**src/rtl/dcache_line_adaptor.sv**
```systemverilog
// dcache_line_adaptor: turns a single 256-bit dcache line read or writeback
// into a 4-beat, 64-bit burst on the main memory bus. When the whole line has
// moved, it returns a one-cycle completion pulse to the dcache.
module dcache_line_adaptor #(
    parameter int unsigned LINE_W = 256,
    parameter int unsigned BEAT_W = 64
) (
    input  logic              i_clk,
    input  logic              i_rst,
    // dcache side
    input  logic [31:0]       i_pmem_address,
    input  logic              i_pmem_read,
    input  logic              i_pmem_write,
    input  logic [LINE_W-1:0] i_pmem_wdata,
    output logic [LINE_W-1:0] o_pmem_rdata,
    output logic              o_pmem_resp,
    // memory bus side
    output logic [31:0]       o_mem_address,
    output logic              o_mem_read,
    output logic              o_mem_write,
    output logic [BEAT_W-1:0] o_mem_wdata,
    input  logic [BEAT_W-1:0] i_mem_rdata,
    input  logic              i_mem_resp
);

    localparam int unsigned BEATS = LINE_W / BEAT_W;
    localparam int unsigned CNT_W = (BEATS > 1) ? $clog2(BEATS) : 1;
    localparam int unsigned OFF_W = $clog2(LINE_W / 8);
    localparam logic [CNT_W-1:0] LAST_BEAT = CNT_W'(BEATS - 1);

    typedef enum logic [1:0] {
        S_IDLE  = 2'd0,
        S_READ  = 2'd1,
        S_WRITE = 2'd2,
        S_RESP  = 2'd3
    } state_t;

    state_t            r_state;
    logic [CNT_W-1:0]  r_cnt;
    logic [31:0]       r_addr;
    logic [LINE_W-1:0] r_line;
    logic              r_mem_read;
    logic              r_mem_write;
    logic              r_pmem_resp;
    logic [BEAT_W-1:0] w_wbeat;

    // Current write beat: the slice of the line buffer at the beat counter
    assign w_wbeat = r_line[BEAT_W*r_cnt +: BEAT_W];

    // Burst sequencer: accept a request, stream its beats, then pulse resp
    always_ff @(posedge i_clk) begin
        if (i_rst) begin
            r_state     <= S_IDLE;
            r_cnt       <= '0;
            r_addr      <= '0;
            r_line      <= '0;
            r_mem_read  <= 1'b0;
            r_mem_write <= 1'b0;
            r_pmem_resp <= 1'b0;
        end else begin
            r_pmem_resp <= 1'b0;
            case (r_state)
                S_IDLE: begin
                    // Writeback wins when both requests arrive together
                    if (i_pmem_write) begin
                        r_addr      <= i_pmem_address;
                        r_line      <= i_pmem_wdata;
                        r_cnt       <= '0;
                        r_mem_write <= 1'b1;
                        r_state     <= S_WRITE;
                    end else if (i_pmem_read) begin
                        r_addr     <= i_pmem_address;
                        r_cnt      <= '0;
                        r_mem_read <= 1'b1;
                        r_state    <= S_READ;
                    end
                end
                S_READ: begin
                    if (i_mem_resp) begin
                        r_line[BEAT_W*r_cnt +: BEAT_W] <= i_mem_rdata;
                        r_cnt <= r_cnt + CNT_W'(1);
                        if (r_cnt == LAST_BEAT) begin
                            r_mem_read  <= 1'b0;
                            r_pmem_resp <= 1'b1;
                            r_state     <= S_RESP;
                        end
                    end
                end
                S_WRITE: begin
                    if (i_mem_resp) begin
                        r_cnt <= r_cnt + CNT_W'(1);
                        if (r_cnt == LAST_BEAT) begin
                            r_mem_write <= 1'b0;
                            r_pmem_resp <= 1'b1;
                            r_state     <= S_RESP;
                        end
                    end
                end
                S_RESP: begin
                    // Requests are deliberately not sampled here; the dcache drops
                    // its request next cycle, so there is no retrigger
                    r_state <= S_IDLE;
                end
                default: begin
                    r_state <= S_IDLE;
                end
            endcase
        end
    end

    assign o_pmem_rdata  = r_line;
    assign o_pmem_resp   = r_pmem_resp;
    assign o_mem_address = {r_addr[31:OFF_W], OFF_W'(0)};
    assign o_mem_read    = r_mem_read;
    assign o_mem_write   = r_mem_write;
    assign o_mem_wdata   = w_wbeat;

endmodule

```
**config.mk**
```make
export PLATFORM = sky130hd
export DESIGN_NAME = dcache_line_adaptor
export DESIGN_NICKNAME = d
export VERILOG_FILES = /design/src/rtl/dcache_line_adaptor.sv
export SDC_FILE = /design/constraint.sdc
export NUM_CORES = 1
export LEC_CHECK = 0
export ABC_AREA = 1
export ABC_CLOCK_PERIOD_IN_PS = 4440
export CELL_PAD_IN_SITES_DETAIL_PLACEMENT = 0
export CELL_PAD_IN_SITES_GLOBAL_PLACEMENT = 2
export CORE_MARGIN = 4
export CORE_UTILIZATION = 23
export DETAILED_ROUTE_END_ITERATION = 10
export PLACE_DENSITY = 0.95
export SETUP_SLACK_MARGIN = 0.4
export SKIP_LAST_GASP = 1
export SYNTH_ARGS = -nofsm -noshare
export SYNTH_HDL_FRONTEND = slang
export SYNTH_SLANG_ARGS = --single-unit
export TNS_END_PERCENT = 20
```
**constraint.sdc**
```tcl
create_clock -name i_clk -period 4.44 [get_ports i_clk]
set_input_delay 0.666 -clock i_clk [delete_from_list [all_inputs] [get_ports i_clk]]
set_output_delay 0.666 -clock i_clk [all_outputs]
set_load 0.02 [all_outputs]
```
==> qor_table.md <==
| Quantity | This run |
|:---|:---|
| Maximum number of pins on one net before global-route repair | 142 |
| Seq/Total Area, Yosys | 0.315 |
| Core region area | 79,300 sq um |
| Gr ovfl total | 0 |
| Floorplan die width | 291 um |
| Number of pins exceeding their max-slew limit in the final report | 0 |
| Most common library cell in the layout ignoring fill and taps | nand2_1 |
| Critical path endpoint category | output pin |
| HPWL Detailed | 67,200 um |
| PostCTS Resize Cnt | 0 |
| Number of antenna violations at the first check in global routing | 15 |
| Area enclosed by the die boundary | 84,800 sq um |
| First-iteration detailed-routing DRC count | 1,477 |
| Routed wirelength normalized by instance count | 20.0 um |
| Area of the multi-input gates | 10,200 sq um |
| Post-synth cell types | 22 |
| Number of failing hold endpoints at the final stage | 0 |
| Library cell used as clock root buffer | clkbuf_16 |
| Share of the synthesized area in the top cell type | 0.315 |
| Yosys warnings | 0 |
| Measured slew at the worst slew-check pin | 1.17 ns |
| DR DRC count | 0 |
| Number of port buffers | 701 |
| Critical path class | reg -> out |
| Minimum setup slack among reg-to-reg paths | 1.48 ns |
| Max-cap viol count | 0 |
| Worst hold slack | 0.486 ns |
| Placed Cells | 4,854 |
| Crit path required time | 3.77 ns |
| Worst-path maximum fanout | 55 |
| Total global routing track utilization | 0.222 |
| Leakage power of the design | 12.9 nW |
| Clock Latency Late Sink | 0.56 ns |
| Main area contributors after synthesis | dfxtp_1, nand2_1, nor2_1 |
| Number of H-tree branching levels | 2 |
| Crit path DAT | 2.97 ns |
| Buffers from clock root to sink, at most | 3 |
| Cell row count | 103 |
| Number of hold buffers added after cts | 0 |
| Setup clock skew after layout | 0.0139 ns |
| Final wirelength | 98,500 um |
| Starting utilization of the core area | 0.233 |
| Number of synthesized register bits | 290 |
| Post-route non-filler standard cell count | 4,938 |
| Number of buffers inserted to repair setup after CTS | 0 |
| Worst-path clk slew | 0.05 ns |
| Total via count in the routed design | 22,000 |
| Via count of the first global-routing pass | 21,100 |
| Fillers | 8,854 |
| Result of the run | complete, no violations |
| Final period demand of the worst path | 3.63 ns |
| Total power divided by cell area | 826 nW/um^2 |
| Area of the mapped netlist | 18,500 sq um |
| Unrepaired setup endpoints after global routing | no |
| Worst min path class | reg -> reg |
| Vias per inst | 4.46 |
| Number of clock sinks seen by CTS | 290 |
| Setup TNS after final layout | 0 ns |
| Library cell occupying the most area in the post-synthesis netlist | dfxtp_1 |
| Number of nets with antenna violations after detailed routing | 0 |
| Top achievable clock speed | 275 MHz |
| Crit path launch type | flip-flop |
| CTS tree | built |
| Number of nets in the finished design | 4,212 |
| Global-route wire length before repair | 144,000 um |
| Post-Synthesis Cells | 3,293 |
| IR Drop Worst-Case VDD | 0.543 mV |
| Commonest non-fill, non-tap cells in the layout | nand2_1, nor2_1, clkdlybuf4s50_1 |
| Period utilization | 0.818 |
| Register Area | 5810 sq um |
| Chip height | 291 um |
| Max-slew headroom | 0.221 |
| Synthesis-to-finish area growth | 49.3% |
| TritonCTS buffer count | 41 |
| Boundary Pins | 712 |
| Final setup vio count | 0 |
| Syn_area_per_cell | 5.60 sq um |
| Number of iterations in the first detailed-routing pass | 9 |
| Routability congestion estimate | 0.858 |
| Share of layout cells above drive strength 1 | 0.0340 |
## sequential cells by signal, indices dropped and copies added (netlist names)
signal	count
o_mem_read	1
o_mem_write	1
o_pmem_rdata	256
o_pmem_resp	1
r_addr	27
r_cnt	2
r_state	2
## cell usage after synthesis
cell type / n
nand2_1: 1087
buf_4: 15
buf_1: 7
nor2_1: 715
nand3b_1: 64
nand3_2: 3
buf_6: 22
nand3_1: 186
inv_1: 342
nand2_2: 4
nand2_4: 1
clkbuf_1: 84
dfxtp_1: 290
conb_1: 1
ha_1: 8
a21oi_1: 197
nor2_2: 2
buf_2: 110
inv_2: 8
o21ai_0: 144
nor3_1: 2
a31oi_1: 1
## worst paths after layout
check | startpoint | cells past startpoint | endpoint
worst max register to register | r_state[1] | 8 | o_pmem_rdata[91]
worst min register to register | o_mem_read | 2 | o_mem_read
worst min-delay path | o_mem_read | 2 | o_mem_read
worst max-delay path | r_cnt[1] | 5 | o_mem_wdata[1]
## worst max-delay path: stages (launching register included)
cell and delay, ns:
dfxtp_1 0.36, inv_4 0.64, buf_4 0.42, a21oi_1 0.10
a21oi_1 0.22, clkdlybuf4s50_1 0.64
## power by group
| group | internal (mW) | switching (mW) |
|---|---|---|
| clock | 2.04 | 1.36 |
| sequential | 3.75 | 1.00 |
| combinational | 5.36 | 9.23 |
| total | 11.2 | 11.6 |
## cell type report
class / instances / share of cell area
Clock inverter: 5 / 0.00132
Antenna cell: 9 / 0.000818
Multi-Input combinational cell: 2419 / 0.369
Clock buffer: 70 / 0.0486
Tap cell: 1050 / 0.0477
Timing Repair Buffer: 745 / 0.273
Sequential cell: 290 / 0.211
Inverter: 350 / 0.0485
## logic make-up (layout without fill, tap and decap cells)
kind of cell | Yosys count | after routing | synth area share
compound gates | 342 | 342 | 0.0928
fa+ha+maj | 8 | 8 | 0.00542
buf+inv | 588 | 1170 | 0.139
flops | 290 | 290 | 0.315
other cells | 1 | 14 | 0.000203
simple gates | 2064 | 2064 | 0.448
## metrics by stage
step / utilization / cell area (sq um) / setup WS [ns] / total power, mW
finish: 0.348 / 27500 / 0.808 / 22.7
global route: 0.347 / 27500 / 0.611 / 24.3
CTS: 0.347 / 27500 / 0.708 / 22.9
floorplan: - / 18500 / 2.28 / 12.9
global placement: 0.330 / 26100 / 1.19 / 19.3
detailed placement: 0.330 / 26100 / 1.19 / 19.4
## per-layer routing
layer  part of all wire  global-route usage  vias to the layer above
met5            0.00020                   0                        -
li1                   -                   -                    11100
met4              0.030              0.0686                        2
met1               0.44               0.292                     9984
met2               0.47               0.368                      797
met3              0.068              0.0404                      134
(Power assumes the default switching activity.)
